==> src/rtl/cntry_vehicle_detector_pkg.sv <==
// Shared traffic definitions: light codes and loop debounce state encoding.
// Used by the country vehicle detector and the light controller.
package cntry_vehicle_detector_pkg;

  localparam logic [1:0] RED    = 2'd0;
  localparam logic [1:0] YELLOW = 2'd1;
  localparam logic [1:0] GREEN  = 2'd2;

  typedef enum logic [1:0] {
    IDLE     = 2'd0,
    DEB_ON   = 2'd1,
    OCCUPIED = 2'd2,
    DEB_OFF  = 2'd3
  } deb_state_e;

endpackage

==> src/rtl/cntry_vehicle_detector_loop_debouncer.sv <==
// Loop sensor synchroniser, debounce FSM and optional stuck-loop timer.
// Stuck detection is built only when VEH_DET_STUCK_EN is defined.
module cntry_vehicle_detector_loop_debouncer
  import cntry_vehicle_detector_pkg::*;
#(
  parameter int DEB_CYCLES   = 4,
  parameter int STUCK_CYCLES = 64
) (
  input  logic       clock,
  input  logic       clear,
  input  logic       loop_raw,
  output logic       arrival,
  output logic       stuck,
  output deb_state_e state
);

  localparam int DW = $clog2(DEB_CYCLES + 1);

  logic            sync1_q, sync2_q;
  logic            loop_s;
  logic            deb_done;
  logic            arrival_raw;
  deb_state_e      state_q, state_d;
  logic [DW-1:0]   deb_cnt_q, deb_cnt_d;

  assign loop_s   = sync2_q;
  assign deb_done = int'(deb_cnt_q) >= (DEB_CYCLES - 1);
  assign state    = state_q;

  // Arrival is a pulse in the cycle whose edge moves DEB_ON into OCCUPIED.
  always_comb begin
    state_d     = state_q;
    deb_cnt_d   = deb_cnt_q;
    arrival_raw = 1'b0;
    case (state_q)
      IDLE: begin
        if (loop_s) begin
          state_d   = DEB_ON;
          deb_cnt_d = DW'(1);
        end
      end
      DEB_ON: begin
        if (!loop_s) begin
          state_d   = IDLE;
          deb_cnt_d = '0;
        end else if (deb_done) begin
          state_d     = OCCUPIED;
          deb_cnt_d   = '0;
          arrival_raw = 1'b1;
        end else begin
          deb_cnt_d = deb_cnt_q + DW'(1);
        end
      end
      OCCUPIED: begin
        if (!loop_s) begin
          state_d   = DEB_OFF;
          deb_cnt_d = DW'(1);
        end
      end
      DEB_OFF: begin
        if (loop_s) begin
          state_d   = OCCUPIED;
          deb_cnt_d = '0;
        end else if (deb_done) begin
          state_d   = IDLE;
          deb_cnt_d = '0;
        end else begin
          deb_cnt_d = deb_cnt_q + DW'(1);
        end
      end
      default: begin
        state_d   = IDLE;
        deb_cnt_d = '0;
      end
    endcase
  end

  always_ff @(posedge clock or posedge clear) begin
    if (clear) begin
      sync1_q   <= 1'b0;
      sync2_q   <= 1'b0;
      state_q   <= IDLE;
      deb_cnt_q <= '0;
    end else begin
      sync1_q   <= loop_raw;
      sync2_q   <= sync1_q;
      state_q   <= state_d;
      deb_cnt_q <= deb_cnt_d;
    end
  end

`ifdef VEH_DET_STUCK_EN
  localparam int OW = $clog2(STUCK_CYCLES + 1);

  logic [OW-1:0] occ_cnt_q, occ_cnt_d;
  logic          stuck_q, stuck_d;

  // Occupancy time saturates at STUCK_CYCLES; the fault itself is sticky.
  always_comb begin
    occ_cnt_d = occ_cnt_q;
    if (state_q == IDLE) begin
      occ_cnt_d = '0;
    end else if ((state_q == OCCUPIED || state_q == DEB_OFF) &&
                 occ_cnt_q != OW'(STUCK_CYCLES)) begin
      occ_cnt_d = occ_cnt_q + OW'(1);
    end
    stuck_d = stuck_q | (occ_cnt_d == OW'(STUCK_CYCLES));
  end

  always_ff @(posedge clock or posedge clear) begin
    if (clear) begin
      occ_cnt_q <= '0;
      stuck_q   <= 1'b0;
    end else begin
      occ_cnt_q <= occ_cnt_d;
      stuck_q   <= stuck_d;
    end
  end

  assign stuck   = stuck_q;
  assign arrival = arrival_raw & ~stuck_q;
`else
  assign stuck   = 1'b0;
  assign arrival = arrival_raw;
`endif

endmodule

==> src/rtl/cntry_vehicle_detector.sv <==
// Country-road detector: debounced loop arrivals, queue, departure timer, X request, conflict flag.
// Optional stuck-loop fail-safe enabled with VEH_DET_STUCK_EN.
module cntry_vehicle_detector
  import cntry_vehicle_detector_pkg::*;
#(
  parameter int  DEB_CYCLES   = 4,
  parameter int  PASS_CYCLES  = 3,
  parameter int  QMAX         = 7,
  parameter int  STUCK_CYCLES = 64,
  localparam int QW           = $clog2(QMAX + 1)
) (
  input  logic          clock,
  input  logic          clear,
  input  logic          loop_raw,
  input  logic [1:0]    hwy,
  input  logic [1:0]    cntry,
  output logic          X,
  output logic [QW-1:0] queue_cnt,
  output logic          conflict,
  output logic          stuck,
  output deb_state_e    deb_state
);

  localparam int PW = $clog2(PASS_CYCLES + 1);

  logic          arrival;
  logic          departure;
  logic [PW-1:0] pass_cnt_q, pass_cnt_d;
  logic [QW-1:0] queue_q, queue_d;
  logic          x_q, x_d;
  logic          conflict_q, conflict_d;

  cntry_vehicle_detector_loop_debouncer #(
    .DEB_CYCLES  (DEB_CYCLES),
    .STUCK_CYCLES(STUCK_CYCLES)
  ) u_deb (
    .clock   (clock),
    .clear   (clear),
    .loop_raw(loop_raw),
    .arrival (arrival),
    .stuck   (stuck),
    .state   (deb_state)
  );

  // The pass timer only runs with a vehicle queued, so departure never underflows.
  always_comb begin
    pass_cnt_d = '0;
    departure  = 1'b0;
    if (cntry == GREEN && queue_q != '0) begin
      if (pass_cnt_q == PW'(PASS_CYCLES - 1)) begin
        departure = 1'b1;
      end else begin
        pass_cnt_d = pass_cnt_q + PW'(1);
      end
    end

    queue_d = queue_q;
    if (arrival && !departure) begin
      if (queue_q != QW'(QMAX)) begin
        queue_d = queue_q + QW'(1);
      end
    end else if (departure && !arrival) begin
      queue_d = queue_q - QW'(1);
    end
    if (stuck) begin
      queue_d = '0;
    end

    x_d        = (queue_d != '0);
    conflict_d = conflict_q | ((hwy != RED) && (cntry != RED));
  end

  always_ff @(posedge clock or posedge clear) begin
    if (clear) begin
      pass_cnt_q <= '0;
      queue_q    <= '0;
      x_q        <= 1'b0;
      conflict_q <= 1'b0;
    end else begin
      pass_cnt_q <= pass_cnt_d;
      queue_q    <= queue_d;
      x_q        <= x_d;
      conflict_q <= conflict_d;
    end
  end

  assign X         = x_q;
  assign queue_cnt = queue_q;
  assign conflict  = conflict_q;

endmodule

==> config.mk <==
export PLATFORM = sky130hd
export DESIGN_NAME = cntry_vehicle_detector
export DESIGN_NICKNAME = d
export VERILOG_FILES = /design/src/rtl/cntry_vehicle_detector_pkg.sv /design/src/rtl/cntry_vehicle_detector_loop_debouncer.sv /design/src/rtl/cntry_vehicle_detector.sv
export SDC_FILE = /design/constraint.sdc
export NUM_CORES = 1
export LEC_CHECK = 0
export ABC_AREA = 1
export BUFFER_PORTS_ARGS = -buffer_cell sky130_fd_sc_hd__buf_2
export CAP_MARGIN = 30
export CORE_MARGIN = 2
export CORE_UTILIZATION = 50
export DETAILED_ROUTE_END_ITERATION = 7
export PLACE_DENSITY = 0.73
export SLEW_MARGIN = 20
export SYNTH_ARGS = -nofsm -noshare
export SYNTH_HDL_FRONTEND = slang
export SYNTH_SLANG_ARGS = --single-unit
==> constraint.sdc <==
create_clock -name clock -period 2.39 [get_ports clock]
set_input_delay 0.1195 -clock clock [delete_from_list [all_inputs] [get_ports clock]]
set_output_delay 0.1195 -clock clock [all_outputs]
set_load 0.005 [all_outputs]
==> impl_metrics.csv <==
group,metric,value,unit
critical_path,rr_endpoint,"X",
sta,rsz0062_at_grt,"no",
global_routing,top_usage_layer,"met2",
drt,firstDrtPassIters,4,
critical_path,crit_arrival,1.87,ns
drt,wirelength,1.205,mm
die,die-area,1838,um^2
worst_hold_path,hp-class,"input pin to flip-flop",
sta,max_freq,0.5836,GHz
synth,yosysTopAreaCell,"dfrtp_1",
final_layout,fin_nets,123,
synth,synthTopCellsByArea,"dfrtp_1 46%, nand2_1 10%, inv_1 9.4%",
die,die_height,42.88,um
critical_path,reg2reg_setup_slack,0.68,ns
final_layout,synthToLayoutAreaGrowth,15.89,%
clocking,ctsResizeCount,0,
synth,synth_fp_nets,104,
sta,setup_viol,0,
global_routing,grtUsageMet3,2.553,%
die,initial_core_util,51.98,%
clocking,cts.sinks,14,
power,power.internal,0.5146,mW
drt,dr.first_iter.drc_count,4,
place,dp_hpwl,953.4,um
global_routing,grt_use_total,16.15,%
final_layout,stdcell_count,125,
clocking,clkSlewWorstSetupHoldPaths,0.08,ns
worst_hold_path,hold_start,"hwy[0]",
critical_path,worst-setup-path-type,"flip-flop to flip-flop",
drt,wl_per_cell,9.640,um
global_routing,grt_pass1_wl,2.194,mm
clocking,clk_latency,0.27,ns
critical_path,slowest_delay,0.39,ns
drt,vias,590,
worst_hold_path,min_path_cells,3,
die,num_rows,14,
place,gp_congestion,0.8268,
place,dpl.cell_count,120,
final_layout,antenna_cells,0,
critical_path,cp-start-kind,"flip-flop",
clocking,cts_buffers,3,
sta,report.final.slew_viol_count,0,
synth,ys_ff_latch,14,
critical_path,endpoint_kind,"flip-flop",
synth,synth.avg_cell_area,8.214,um^2
power,switching_share,38.91,%
job,maxCapViolCount,0,
synth,synth_cell_types,21,
power,p_sw,0.3277,mW
sta,relSlewSlack,65.66,%
critical_path,worstPathMaxFanout,4,
global_routing,met2_usage,24.55,%
power,vdd_drop_max,0.0005189,V
die,boundaryPins,15,
sta,tightest_slew,0.5146,ns
place,portBuffers,13,
sta,fin_setup_tns,0,ns
worst_hold_path,hold_end,"conflict",
critical_path,crit_chain,"inv_1 -> ha_1 -> ha_1 -> inv_1 -> nand3_2 -> nor2_2 -> nand2_2 -> nand2_1 -> nor2_1 -> nor2_1 -> nand3_1",
outcome,status,"complete, no violations",
synth,seq_area_frac_synth,46.36,%
drt,drc,0,
sta,fin_crit,1.713,ns
power,clockPowerShare,15.4,%
power,power_leakage,0.4942,nW
drt,vias_per_cell,4.720,
global_routing,grt_use_met1,20.77,%
die,core,1454,um^2
synth,synthCells,92,
global_routing,grt_overflow,0,
power,power_density,961.8,nW/um^2
critical_path,reg2reg_from,"queue_cnt[0]",
clocking,cts_tree,"done",
final_layout,drive_gt1_share,22.02,%
critical_path,rr_worst_depth,11,
clocking,cts-root-buf,"clkbuf_4",
synth,syn-cell-area,755.7,um^2
power,total_power,0.8424,mW
power,p_seq_share,44.1,%
final_layout,n_fill_cell,138,
critical_path,critPathSlowestCell,"dfrtp_1",
global_routing,antenna_found_initial,0,
clocking,cts-htree-levels,1,
drt,ant_nets,0,
sta,period_share,71.69,%
global_routing,grt_start_max_net_pins,15,
die,die_w,42.88,um
critical_path,crit_required,2.55,ns
synth,yosysTopAreaCellShare,46.36,%
synth,yosysWarnings,0,
sta,hold_viol_final,0,
clocking,clockBufferDepth,2,
sta,fin_worst_skew,0.001921,ns
power,p_comb_share,40.5,%
global_routing,grt_pass1_vias,549,
## cell usage in the layout, fill, tap and decap left out
master	Yosys	final
or2_2	1	1
a21oi_2	1	1
a31oi_1	1	1
conb_1	1	1
nand3_2	2	2
nor2_2	1	1
nand3b_1	2	2
nor2_4	1	1
nand2_1	21	21
ha_1	5	5
nor3_1	2	2
nand3_1	3	3
inv_1	19	19
clkbuf_4	0	3
dlygate4sd3_1	0	2
dfrtp_1	14	14
o21ai_0	5	5
o22ai_1	1	1
buf_2	0	13
nand4_1	1	1
a21oi_1	2	2
nor2_1	6	6
nand2_2	2	2
## worst max-delay path: cells and delay by family, from the launching register on
family | cells | cell delay, ns
fa+ha+maj | 2 | 0.37
buf+inv | 2 | 0.13
flops | 1 | 0.39
simple gates | 7 | 0.71
## registers in the layout (all words and copies together) (netlist names), named ones only
| name | cells |
|---|---|
| conflict | 1 |
| X | 1 |
| u_deb.deb_cnt_q | 3 |
| queue_cnt | 3 |
| pass_cnt_q | 2 |
| u_deb.loop_s | 1 |
| u_deb.state | 1 |
| u_deb.sync1_q | 1 |
## power by group through the flow
stage | Sequential (mW) | Clock (mW) | Combinational, mW
floorplan | 0.373 | 0 | 0.240
global placement | 0.373 | 0 | 0.336
detailed placement | 0.376 | 0 | 0.342
CTS | 0.371 | 0.137 | 0.344
global route | 0.385 | 0.142 | 0.407
finish | 0.371 | 0.130 | 0.342
## worst max-delay path by stage
stage / end / cells past startpoint / startpoint / slack, ns
floorplan: X / 11 / queue_cnt[0] / 0.81
global route: X / 11 / queue_cnt[0] / 0.52
detailed placement: X / 11 / queue_cnt[0] / 0.67
global placement: X / 11 / queue_cnt[0] / 0.72
finish: X / 11 / queue_cnt[0] / 0.68
CTS: X / 11 / queue_cnt[0] / 0.66
## metal layers
layer  wire, um  up-vias
met1        595      255
met2        541       14
li1           -      317
met3         48        4
met4         19        0
met5          0        -
## Yosys cell counts
master	instances
o22ai_1	1
a21oi_2	1
ha_1	5
nand2_1	21
dfrtp_1	14
nor2_1	6
nor2_2	1
nand3_2	2
a21oi_1	2
nand3b_1	2
buf_4	1
nor2_4	1
inv_1	19
nand3_1	3
o21ai_0	5
nand4_1	1
a31oi_1	1
nor3_1	2
or2_2	1
conb_1	1
nand2_2	2
## cell families (layout without fill, tap and decap cells)
| logic type | count (synthesis) | count (layout) | share of synthesized area, % |
|---|---|---|---|
| DFF | 14 | 14 | 46.36 |
| AOI/OAI and AO/OA | 10 | 10 | 7.451 |
| adders and majority gates | 5 | 5 | 8.278 |
| other | 1 | 1 | 0.4962 |
| buffers and inverters | 20 | 37 | 10.43 |
| and+or+nand+nor | 42 | 42 | 26.99 |
## timing repair
action	CTS	global route
hold endpoints to repair	15	0
hold buffers	2	0
setup buffers	0	0
## per-stage QoR
step                      area (um^2)  util [%]  hold slack, ns  setup WS [ns]
final                           875.8     60.24         0.04961         0.6765
after global routing            875.8     60.24         0.05271         0.5165
after CTS                       875.8     60.24         0.04102         0.6616
after detailed placement        833.3     57.32          0.1854         0.6677
after global placement          833.3     57.32          0.1801         0.7197
after floorplan                 755.7         -        0.008719         0.8111
## cell type report
class	instances	area (um^2)	area share (%)
Multi-Input combinational cell	58	326.6	37.29
Clock buffer	3	22.52	2.571
Inverter	19	71.32	8.143
Timing Repair Buffer	15	85.08	9.714
Sequential cell	14	350.3	40.00
Tap cell	16	20.02	2.286
No activity file was read; power rests on OpenSTA's default activity.
